[config.mk]
export PLATFORM = sky130hd
export DESIGN_NAME = sr_input_conditioner
export DESIGN_NICKNAME = d
export VERILOG_FILES = /design/src/rtl/sr_pkg.sv /design/src/rtl/sr_debounce.sv /design/src/rtl/sr_input_conditioner.sv
export SDC_FILE = /design/constraint.sdc
export NUM_CORES = 1
export LEC_CHECK = 0
export ABC_AREA = 0
export BUFFER_PORTS_ARGS = -buffer_cell sky130_fd_sc_hd__buf_2
export CORE_MARGIN = 3
export CORE_UTILIZATION = 43
export DETAILED_ROUTE_END_ITERATION = 6
export PLACE_DENSITY_LB_ADDON = 0.1
export SLEW_MARGIN = 20
export SYNTH_ARGS = -nofsm -noshare
export SYNTH_HDL_FRONTEND = slang
export SYNTH_SLANG_ARGS = --single-unit
[constraint.sdc]
create_clock -name clk -period 3.7 [get_ports clk]
set_input_delay 0.37 -clock clk [delete_from_list [all_inputs] [get_ports clk]]
set_output_delay 0.37 -clock clk [all_outputs]
set_load 0.03 [all_outputs]
[src/rtl/sr_pkg.sv]
`default_nettype none
// +----------------------------------------------------------------------------+
// | Package     : sr_pkg                                                       |
// | Description : Shared types and constants for the SR latch input            |
// |               conditioner: FSM state encoding, default debounce depth,     |
// |               and a counter-width helper.                                  |
// | Revision    : 1.0 - initial release                                        |
// +----------------------------------------------------------------------------+
package sr_pkg;

   // Conditioner FSM states. The numeric encoding is fixed so that a probe on
   // the state register reads the same in every build.
   typedef enum logic [1:0] {
      IDLE    = 2'd0,
      PULSE_S = 2'd1,
      PULSE_R = 2'd2,
      GAP     = 2'd3
   } sr_state_t;

   // Consecutive stable synchronised cycles before a debounced level moves.
   localparam int DEFAULT_DB_CYCLES = 4;

   // Default number of cycles S or R stays high per accepted request.
   localparam int DEFAULT_PULSE_W = 2;

   // Width of a counter that must hold the values 0 .. n_states-1.
   // Never returns less than one bit, so a single-state counter still has a
   // legal declaration.
   function automatic int cnt_width(input int n_states);
      return (n_states > 1) ? $clog2(n_states) : 1;
   endfunction

endpackage : sr_pkg
`default_nettype wire

[src/rtl/sr_debounce.sv]
`default_nettype none
// +----------------------------------------------------------------------------+
// | Module      : sr_debounce                                                  |
// | Description : One request channel: two-flop synchroniser, stability        |
// |               debouncer and rising-edge detector.                          |
// | Revision    : 1.0 - initial release                                        |
// +----------------------------------------------------------------------------+
// Ports
//   clk    in   1  rising-edge clock
//   rst_n  in   1  asynchronous active-low reset
//   raw    in   1  raw request, asynchronous to clk, may bounce
//   rise   out  1  one-cycle strobe when the debounced level goes 0 -> 1
//
// The debounced level only follows the synchronised input after it has
// disagreed with it for DB_CYCLES consecutive cycles; any cycle of agreement
// restarts the count. The rise strobe is decoded from two registers, so it is
// glitch-free and valid for exactly one clock.
module sr_debounce
   import sr_pkg::*;
#(
   parameter int DB_CYCLES = DEFAULT_DB_CYCLES
) (
   input  logic clk,
   input  logic rst_n,
   input  logic raw,
   output logic rise
);

   localparam int                c_cnt_w    = $clog2(DB_CYCLES + 1);
   localparam logic [c_cnt_w-1:0] c_cnt_last = c_cnt_w'(DB_CYCLES - 1);

   logic               r_sync1;
   logic               r_sync2;
   logic               r_level;
   logic               r_level_d;
   logic [c_cnt_w-1:0] r_cnt;

   always_ff @(posedge clk or negedge rst_n) begin
      if (!rst_n) begin
         r_sync1   <= 1'b0;
         r_sync2   <= 1'b0;
         r_level   <= 1'b0;
         r_level_d <= 1'b0;
         r_cnt     <= '0;
      end else begin
         r_sync1   <= raw;
         r_sync2   <= r_sync1;
         r_level_d <= r_level;

         if (r_sync2 == r_level) begin
            // Input agrees with the accepted level: any partial count was a bounce.
            r_cnt <= '0;
         end else if (r_cnt == c_cnt_last) begin
            // This is the DB_CYCLES-th consecutive disagreeing cycle.
            r_level <= r_sync2;
            r_cnt   <= '0;
         end else begin
            r_cnt <= r_cnt + 1'b1;
         end
      end
   end

   assign rise = r_level & ~r_level_d;

endmodule : sr_debounce
`default_nettype wire

[src/rtl/sr_input_conditioner.sv]
`default_nettype none
// +----------------------------------------------------------------------------+
// | Module      : sr_input_conditioner                                         |
// | Description : Drives the S/R inputs of a NOR SR latch from raw, bouncy     |
// |               set/reset requests. Requests are synchronised, debounced     |
// |               and turned into fixed-width, mutually exclusive pulses. A    |
// |               registered model of the latch Q is kept alongside.           |
// | Revision    : 1.0 - initial release                                        |
// +----------------------------------------------------------------------------+
// Parameters
//   DB_CYCLES   stable synchronised cycles before a debounced level changes (>=1)
//   PULSE_W     cycles S or R is held high per accepted request (>=1)
//   RESET_WINS  1: same-cycle set+reset requests resolve to reset; 0: both dropped
// Ports
//   clk        in   1  rising-edge clock
//   rst_n      in   1  asynchronous active-low reset
//   set_raw    in   1  raw set request, asynchronous to clk
//   reset_raw  in   1  raw reset request, asynchronous to clk
//   S          out  1  registered set pulse to latch S
//   R          out  1  registered reset pulse to latch R
//   q_model    out  1  expected latch Q after the last issued pulse
//   conflict   out  1  one-cycle flag: set and reset requests in the same cycle
//   busy       out  1  high whenever the FSM is not in IDLE
module sr_input_conditioner
   import sr_pkg::*;
#(
   parameter int DB_CYCLES  = DEFAULT_DB_CYCLES,
   parameter int PULSE_W    = DEFAULT_PULSE_W,
   parameter int RESET_WINS = 1
) (
   input  logic clk,
   input  logic rst_n,
   input  logic set_raw,
   input  logic reset_raw,
   output logic S,
   output logic R,
   output logic q_model,
   output logic conflict,
   output logic busy
);

   localparam int                 c_pcnt_w    = cnt_width(PULSE_W);
   localparam logic [c_pcnt_w-1:0] c_pcnt_last = c_pcnt_w'(PULSE_W - 1);
   localparam logic               c_reset_wins = (RESET_WINS != 0);

   // ------------------------------------------------------------------------
   // Request front end: one debounce channel per raw input
   // ------------------------------------------------------------------------
   logic w_set_req;
   logic w_rst_req;

   sr_debounce #(
      .DB_CYCLES (DB_CYCLES)
   ) u_db_set (
      .clk   (clk),
      .rst_n (rst_n),
      .raw   (set_raw),
      .rise  (w_set_req)
   );

   sr_debounce #(
      .DB_CYCLES (DB_CYCLES)
   ) u_db_rst (
      .clk   (clk),
      .rst_n (rst_n),
      .raw   (reset_raw),
      .rise  (w_rst_req)
   );

   // ------------------------------------------------------------------------
   // Request arbitration
   // ------------------------------------------------------------------------
   // A same-cycle set+reset pair is collapsed here into at most one effective
   // request, so the FSM below never has to see both at once.
   logic w_both;
   logic w_set_eff;
   logic w_rst_eff;
   logic w_opp_req;

   logic                r_q;
   logic                r_pend;
   logic                w_pend_next;
   logic [c_pcnt_w-1:0] r_pcnt;
   logic [c_pcnt_w-1:0] w_pcnt_next;
   sr_state_t           r_state;
   sr_state_t           w_state_next;

   assign w_both    = w_set_req & w_rst_req;
   assign w_set_eff = w_set_req & ~w_rst_req;
   assign w_rst_eff = w_rst_req & (~w_set_req | c_reset_wins);

   // While a pulse or its trailing gap is in progress, r_q already holds the
   // direction of that pulse, so the only request worth remembering is the
   // one that would move the latch the other way.
   assign w_opp_req = r_q ? w_rst_eff : w_set_eff;

   // ------------------------------------------------------------------------
   // FSM: state register
   // ------------------------------------------------------------------------
   always_ff @(posedge clk or negedge rst_n) begin
      if (!rst_n) begin
         r_state <= IDLE;
         r_pcnt  <= '0;
         r_pend  <= 1'b0;
      end else begin
         r_state <= w_state_next;
         r_pcnt  <= w_pcnt_next;
         r_pend  <= w_pend_next;
      end
   end

   // ------------------------------------------------------------------------
   // FSM: next state, pulse counter and pending flag
   // ------------------------------------------------------------------------
   always_comb begin
      w_state_next = r_state;
      w_pcnt_next  = r_pcnt;
      w_pend_next  = r_pend;

      case (r_state)
         IDLE: begin
            w_pcnt_next = '0;
            w_pend_next = 1'b0;
            // A conflicting pair has already been reduced to a reset (or to
            // nothing) by the arbitration above; the conflict flag and the
            // resulting pulse start on the same clock edge.
            if (w_set_eff) begin
               w_state_next = PULSE_S;
            end else if (w_rst_eff) begin
               w_state_next = PULSE_R;
            end
         end

         PULSE_S, PULSE_R: begin
            if (w_opp_req) begin
               w_pend_next = 1'b1;
            end
            if (r_pcnt == c_pcnt_last) begin
               w_state_next = GAP;
               w_pcnt_next  = '0;
            end else begin
               w_pcnt_next = r_pcnt + 1'b1;
            end
         end

         GAP: begin
            w_pcnt_next = '0;
            // A request landing in the gap cycle itself is honoured directly
            // rather than being parked for an extra cycle.
            if (r_pend || w_opp_req) begin
               w_state_next = r_q ? PULSE_R : PULSE_S;
               w_pend_next  = 1'b0;
            end else begin
               w_state_next = IDLE;
            end
         end

         default: begin
            w_state_next = IDLE;
            w_pcnt_next  = '0;
            w_pend_next  = 1'b0;
         end
      endcase
   end

   // ------------------------------------------------------------------------
   // Output registers
   // ------------------------------------------------------------------------
   // S and R are decoded from the next state so they line up with the state
   // register; since the FSM holds one state at a time they are exclusive.
   logic r_s;
   logic r_r;
   logic r_conflict;

   always_ff @(posedge clk or negedge rst_n) begin
      if (!rst_n) begin
         r_s        <= 1'b0;
         r_r        <= 1'b0;
         r_q        <= 1'b0;
         r_conflict <= 1'b0;
      end else begin
         r_s        <= (w_state_next == PULSE_S);
         r_r        <= (w_state_next == PULSE_R);
         r_conflict <= w_both;
         if (w_state_next == PULSE_S) begin
            r_q <= 1'b1;
         end else if (w_state_next == PULSE_R) begin
            r_q <= 1'b0;
         end
      end
   end

   assign S        = r_s;
   assign R        = r_r;
   assign q_model  = r_q;
   assign conflict = r_conflict;
   assign busy     = (r_state != IDLE);

endmodule : sr_input_conditioner
`default_nettype wire

==> results <==
- The number of buffers on the longest clock path is 2.
- The via count of the first global-routing pass is 513.
- The average cell area after synthesis is between 10 and 15 µm².
- The remaining antenna violation count is 0.
- The power spent charging and discharging nets is about 0.00033 W.
- Among all flip-flop cells after synthesis, the most frequent one is sky130_fd_sc_hd__dfrtp_1.
- The critical-path cell with the highest stage delay is sky130_fd_sc_hd__dfrtp_1.
- The number of nets at the end of the flow is 90.
- The post-CTS repair timing setup buffer count is 0.
- The die outline area is 0.002703 mm².
- The total routing resource utilization after global routing is 11.89%.
- The signal on the critical path passes through inv_1 -> ha_1 -> o211ai_1 -> o311ai_1 -> ha_1 -> mux2_2.
- Summing the areas of all xor and xnor instances in the mapped netlist gives between 1.5 and 2% of the synthesized area.
- The share of total power dissipated in combinational logic is between 40% and 50%.
- The required time reported for the critical path endpoint is around 4 ns.
- The path class of the lowest-slack min-delay path is input port to asynchronous set/reset pin.
- 9 I/O pins were placed.
- Summing the areas of all fa, ha and maj instances in the mapped netlist gives under 10% of the synthesized area.
- Measured on the finished design, the core utilization comes to about 51%.
- For this run, the number of standard cells in the final layout without fillers is ~110.
- The biggest cell delay along the critical path is roughly 0.43 ns.
- The transition time at the pin with the least slew margin is 0.4725 ns.
- The internal power consumption is roughly 0.00055 W.
- The number of buffers and inverters on the critical path is 1.
- Port buffering added 8 buffers.
- Entering global routing, the biggest net connects 23 pins.
- The overall overflow remaining after global route is 0.
- The synthesis-stage register bit count is 22.
- The switching part of the total power is a little under two fifths.
- The most numerous cell in the Yosys netlist is sky130_fd_sc_hd__dfrtp_1.
- In the final layout, the registers with the most flip-flops are u_db_rst.r_cnt x3, u_db_set.r_cnt x3, r_state x2.
- Data arrives at the worst endpoint at around 2.2 ns.
- Setup repair after global routing left no endpoint under its margin.
- Sequential cells burn about two fifths of the power.
- For this run, the number of Yosys warnings is 0.
- The count of distinct cell types in the synthesized netlist is 22.
- The number of buffers inserted for hold repair after clock tree synthesis is 0.
- CTS built an H-tree with a depth of 1.
- The initial cell density of the core is a little under half.
- The largest voltage drop on the vdd net is between 0.0005 and 0.0006 V.
- In the finished design, the share of the clock period the worst path needs comes to 53.02%.
- At the later pin of the worst-skew pair, clock insertion delay measures between 0.2 and 0.3 ns.
- The floorplan has 16 rows.
- The top cell type by area accounts for between 60% and 70% of the synthesized area.
- The wire length per cell is around 12 µm.
- The worst slew slack as a fraction of its limit is between 60 and 70%.
- The die span in x is approximately 52 µm.
- The cell chosen for the clock root is sky130_fd_sc_hd__clkbuf_4.
- The compound-cell area share of the yosys netlist is a little under an eighth.
- Summing the areas of all and, or, nand and nor instances in the mapped netlist gives between 10% and 20% of the synthesized area.
- The worst reg-to-reg path cell count is 6.
- The post-synth net total is 77.
- The part of the power in the clock network is ~14%.
- The run finished with clean final reports.
- The worst setup path is launched from a flop.
- In this run, synthesis inferred 0 flip-flops with an integrated enable.
- The most numerous cell type found on the critical path is sky130_fd_sc_hd__ha_1.
- For this run, the top clock speed supported by timing is 509.7 MHz.
- The placeable core area is about 0.0020 mm².
- Dividing the detail-routed via count by the number of cells gives approximately 4.7.
- After synthesis, the share of flip-flops with an asynchronous set or reset is 100.0%.
- The number of antenna diodes in the final layout is 0.
- The critical path class is flop to flop.
- After technology mapping, the gate count stands at between 60 and 70.
- For this design the ratio of total power to cell area is between 800 and 900 mW/mm².
- The wire length after detailed routing is between 1 and 1.5 mm.
- The number of antenna violations at the first check in global routing is 0.
- Clock-pin slew was measured on the worst setup and hold paths at 0.11 ns.
- The cell class contributing the biggest share of worst-path delay is adder cells.
- STA classifies the critical path endpoint as a flop.
- Clock tree synthesis inserted a total of 3 buffers.
- The cell area after technology mapping is about 910 µm².
- For the finished layout, the period the worst path requires is ~2 ns.
- Before antenna repair, the detailed router went through 2 iterations.
- In this run the critical register-to-register path is launched from r_state[0].
- After clock tree synthesis, the repair step resized 0 gates.
- Of the cells placed in the final design, the portion with a size suffix greater than 1 is about a quarter.
- The number of slew-limit violations in the final report is 0.
- The clock drives 22 sinks.
- The commonest cells after synthesis are 22 x sky130_fd_sc_hd__dfrtp_1, 6 x sky130_fd_sc_hd__ha_1, 6 x sky130_fd_sc_hd__inv_1.
- Ranked by total cell area, the synthesized netlist is headed by sky130_fd_sc_hd__dfrtp_1 61%, sky130_fd_sc_hd__ha_1 8.3%, sky130_fd_sc_hd__nor3b_1 3.3%.
- Summing over every cut layer, the via total after detailed routing is 500.
- Measured against the total synthesized area, the mux share comes to under 10%.
- The placed wire-length estimate is around 940 µm.
- The post-synthesis sequential area ratio is about three fifths.
- The final setup violation count is 0.
- In the final timing run, aggregate negative setup slack is 0 ns.
- The first-pass GRT wire length is 2.352 mm.
- The number of maximum-capacitance constraint violations is 0.
- The internal reg-to-reg setup slack is 1.74 ns.
- The number of remaining DRC errors is 0.
- After detailed placement, the design holds a cell count of about 100.
- The die extent in y is 52.00 µm.
- The final weighted congestion of routability-driven global placement is between 0.7 and 0.8.
- The worst register-to-register path ends at q_model.
- Tracing the worst setup path back leads to its startpoint at r_state[0].
- The layout overhead on the synthesized area is 12.10%.
- The number of hold violations in the final report is 0.
- The clock tree from TritonCTS is built.
- By area, the combinational part of the netlist is dominated by simple AND/OR/NAND/NOR gates.
- The static power due to leakage is slightly below 0.5 nW.
- The cell taking the most area after synthesis is sky130_fd_sc_hd__dfrtp_1.
- The initial DRC count is 3.
- Along the worst path, the maximum fanout reaches 4.
- Between clock sinks in the finished design, the worst skew comes to roughly 0.0011 ns.
[worst max path at each step]
stage                     cells past startpoint  endpoint  slack (ns)
after floorplan                               6   q_model        1.90
after global placement                        6   q_model        1.81
after detailed placement                      6   q_model        1.75
after CTS                                     6   q_model        1.74
after global routing                          7   q_model        1.60
final                                         6   q_model        1.74
[layout by cell type (no fill, tap or decap)]
cell type / instances
sky130_fd_sc_hd__o21ai_1: 1
sky130_fd_sc_hd__o211ai_2: 1
sky130_fd_sc_hd__mux2_1: 2
sky130_fd_sc_hd__mux2_2: 1
sky130_fd_sc_hd__o21ai_0: 1
sky130_fd_sc_hd__o311ai_4: 1
sky130_fd_sc_hd__clkbuf_4: 3
sky130_fd_sc_hd__xnor2_1: 2
sky130_fd_sc_hd__dfrtp_1: 22
sky130_fd_sc_hd__o21a_1: 1
sky130_fd_sc_hd__buf_2: 8
sky130_fd_sc_hd__nor3_1: 2
sky130_fd_sc_hd__nand2_1: 3
sky130_fd_sc_hd__clkbuf_8: 1
sky130_fd_sc_hd__nor2_2: 1
sky130_fd_sc_hd__nor2b_1: 4
sky130_fd_sc_hd__o211ai_1: 2
sky130_fd_sc_hd__and2b_4: 1
sky130_fd_sc_hd__nor3b_1: 4
sky130_fd_sc_hd__nand2b_4: 1
sky130_fd_sc_hd__inv_1: 6
sky130_fd_sc_hd__a21oi_2: 1
sky130_fd_sc_hd__a21oi_1: 3
sky130_fd_sc_hd__o311ai_1: 1
sky130_fd_sc_hd__ha_1: 6
[stage by stage]
stage | total power [W] | instance area, µm² | hold slack (ns) | setup slack, ns
finish | 0.0008807 | 1020 | 0.01403 | 1.738
global route | 0.0009684 | 1020 | 0.01515 | 1.604
floorplan | 0.0006806 | 909.6 | 0.07441 | 1.896
CTS | 0.0008943 | 1020 | 0.01823 | 1.736
global placement | 0.0007569 | 983.4 | 0.3331 | 1.807
detailed placement | 0.0007673 | 983.4 | 0.3427 | 1.753
[cell families after synthesis]
kind of cell / count (synthesis)
AO/OA/AOI/OAI: 12
XOR/XNOR: 2
adder cells (fa/ha/maj): 6
buffers and inverters: 6
flip-flops: 22
multiplexers: 3
AND/OR/NAND/NOR: 16
[layout make-up]
class,count,area [µm²]
Clock buffer,4,36.28
Tap cell,27,33.78
Sequential cell,22,550.5
Timing Repair Buffer,8,40.04
Inverter,6,22.52
Multi-Input combinational cell,39,336.6
Fill cell,186,962.2
[power groups by stage]
stage | sequential (W) | clock [W] | combinational (W)
after detailed placement | 0.000376 | 0 | 0.000391
after CTS | 0.000371 | 0.000133 | 0.000391
after floorplan | 0.000391 | 0 | 0.000290
after global routing | 0.000381 | 0.000146 | 0.000442
final | 0.000370 | 0.000125 | 0.000386
after global placement | 0.000372 | 0 | 0.000385
[per-layer routing]
metal	GRT usage (%)	vias to the layer above	share of wire, %
li1	-	255	-
met1	17.53	236	52
met2	16.53	7	44
met3	2.579	2	3.3
met4	5.240	0	0.64
met5	0	-	0
Note: power is estimated with default switching activity, not from simulation.
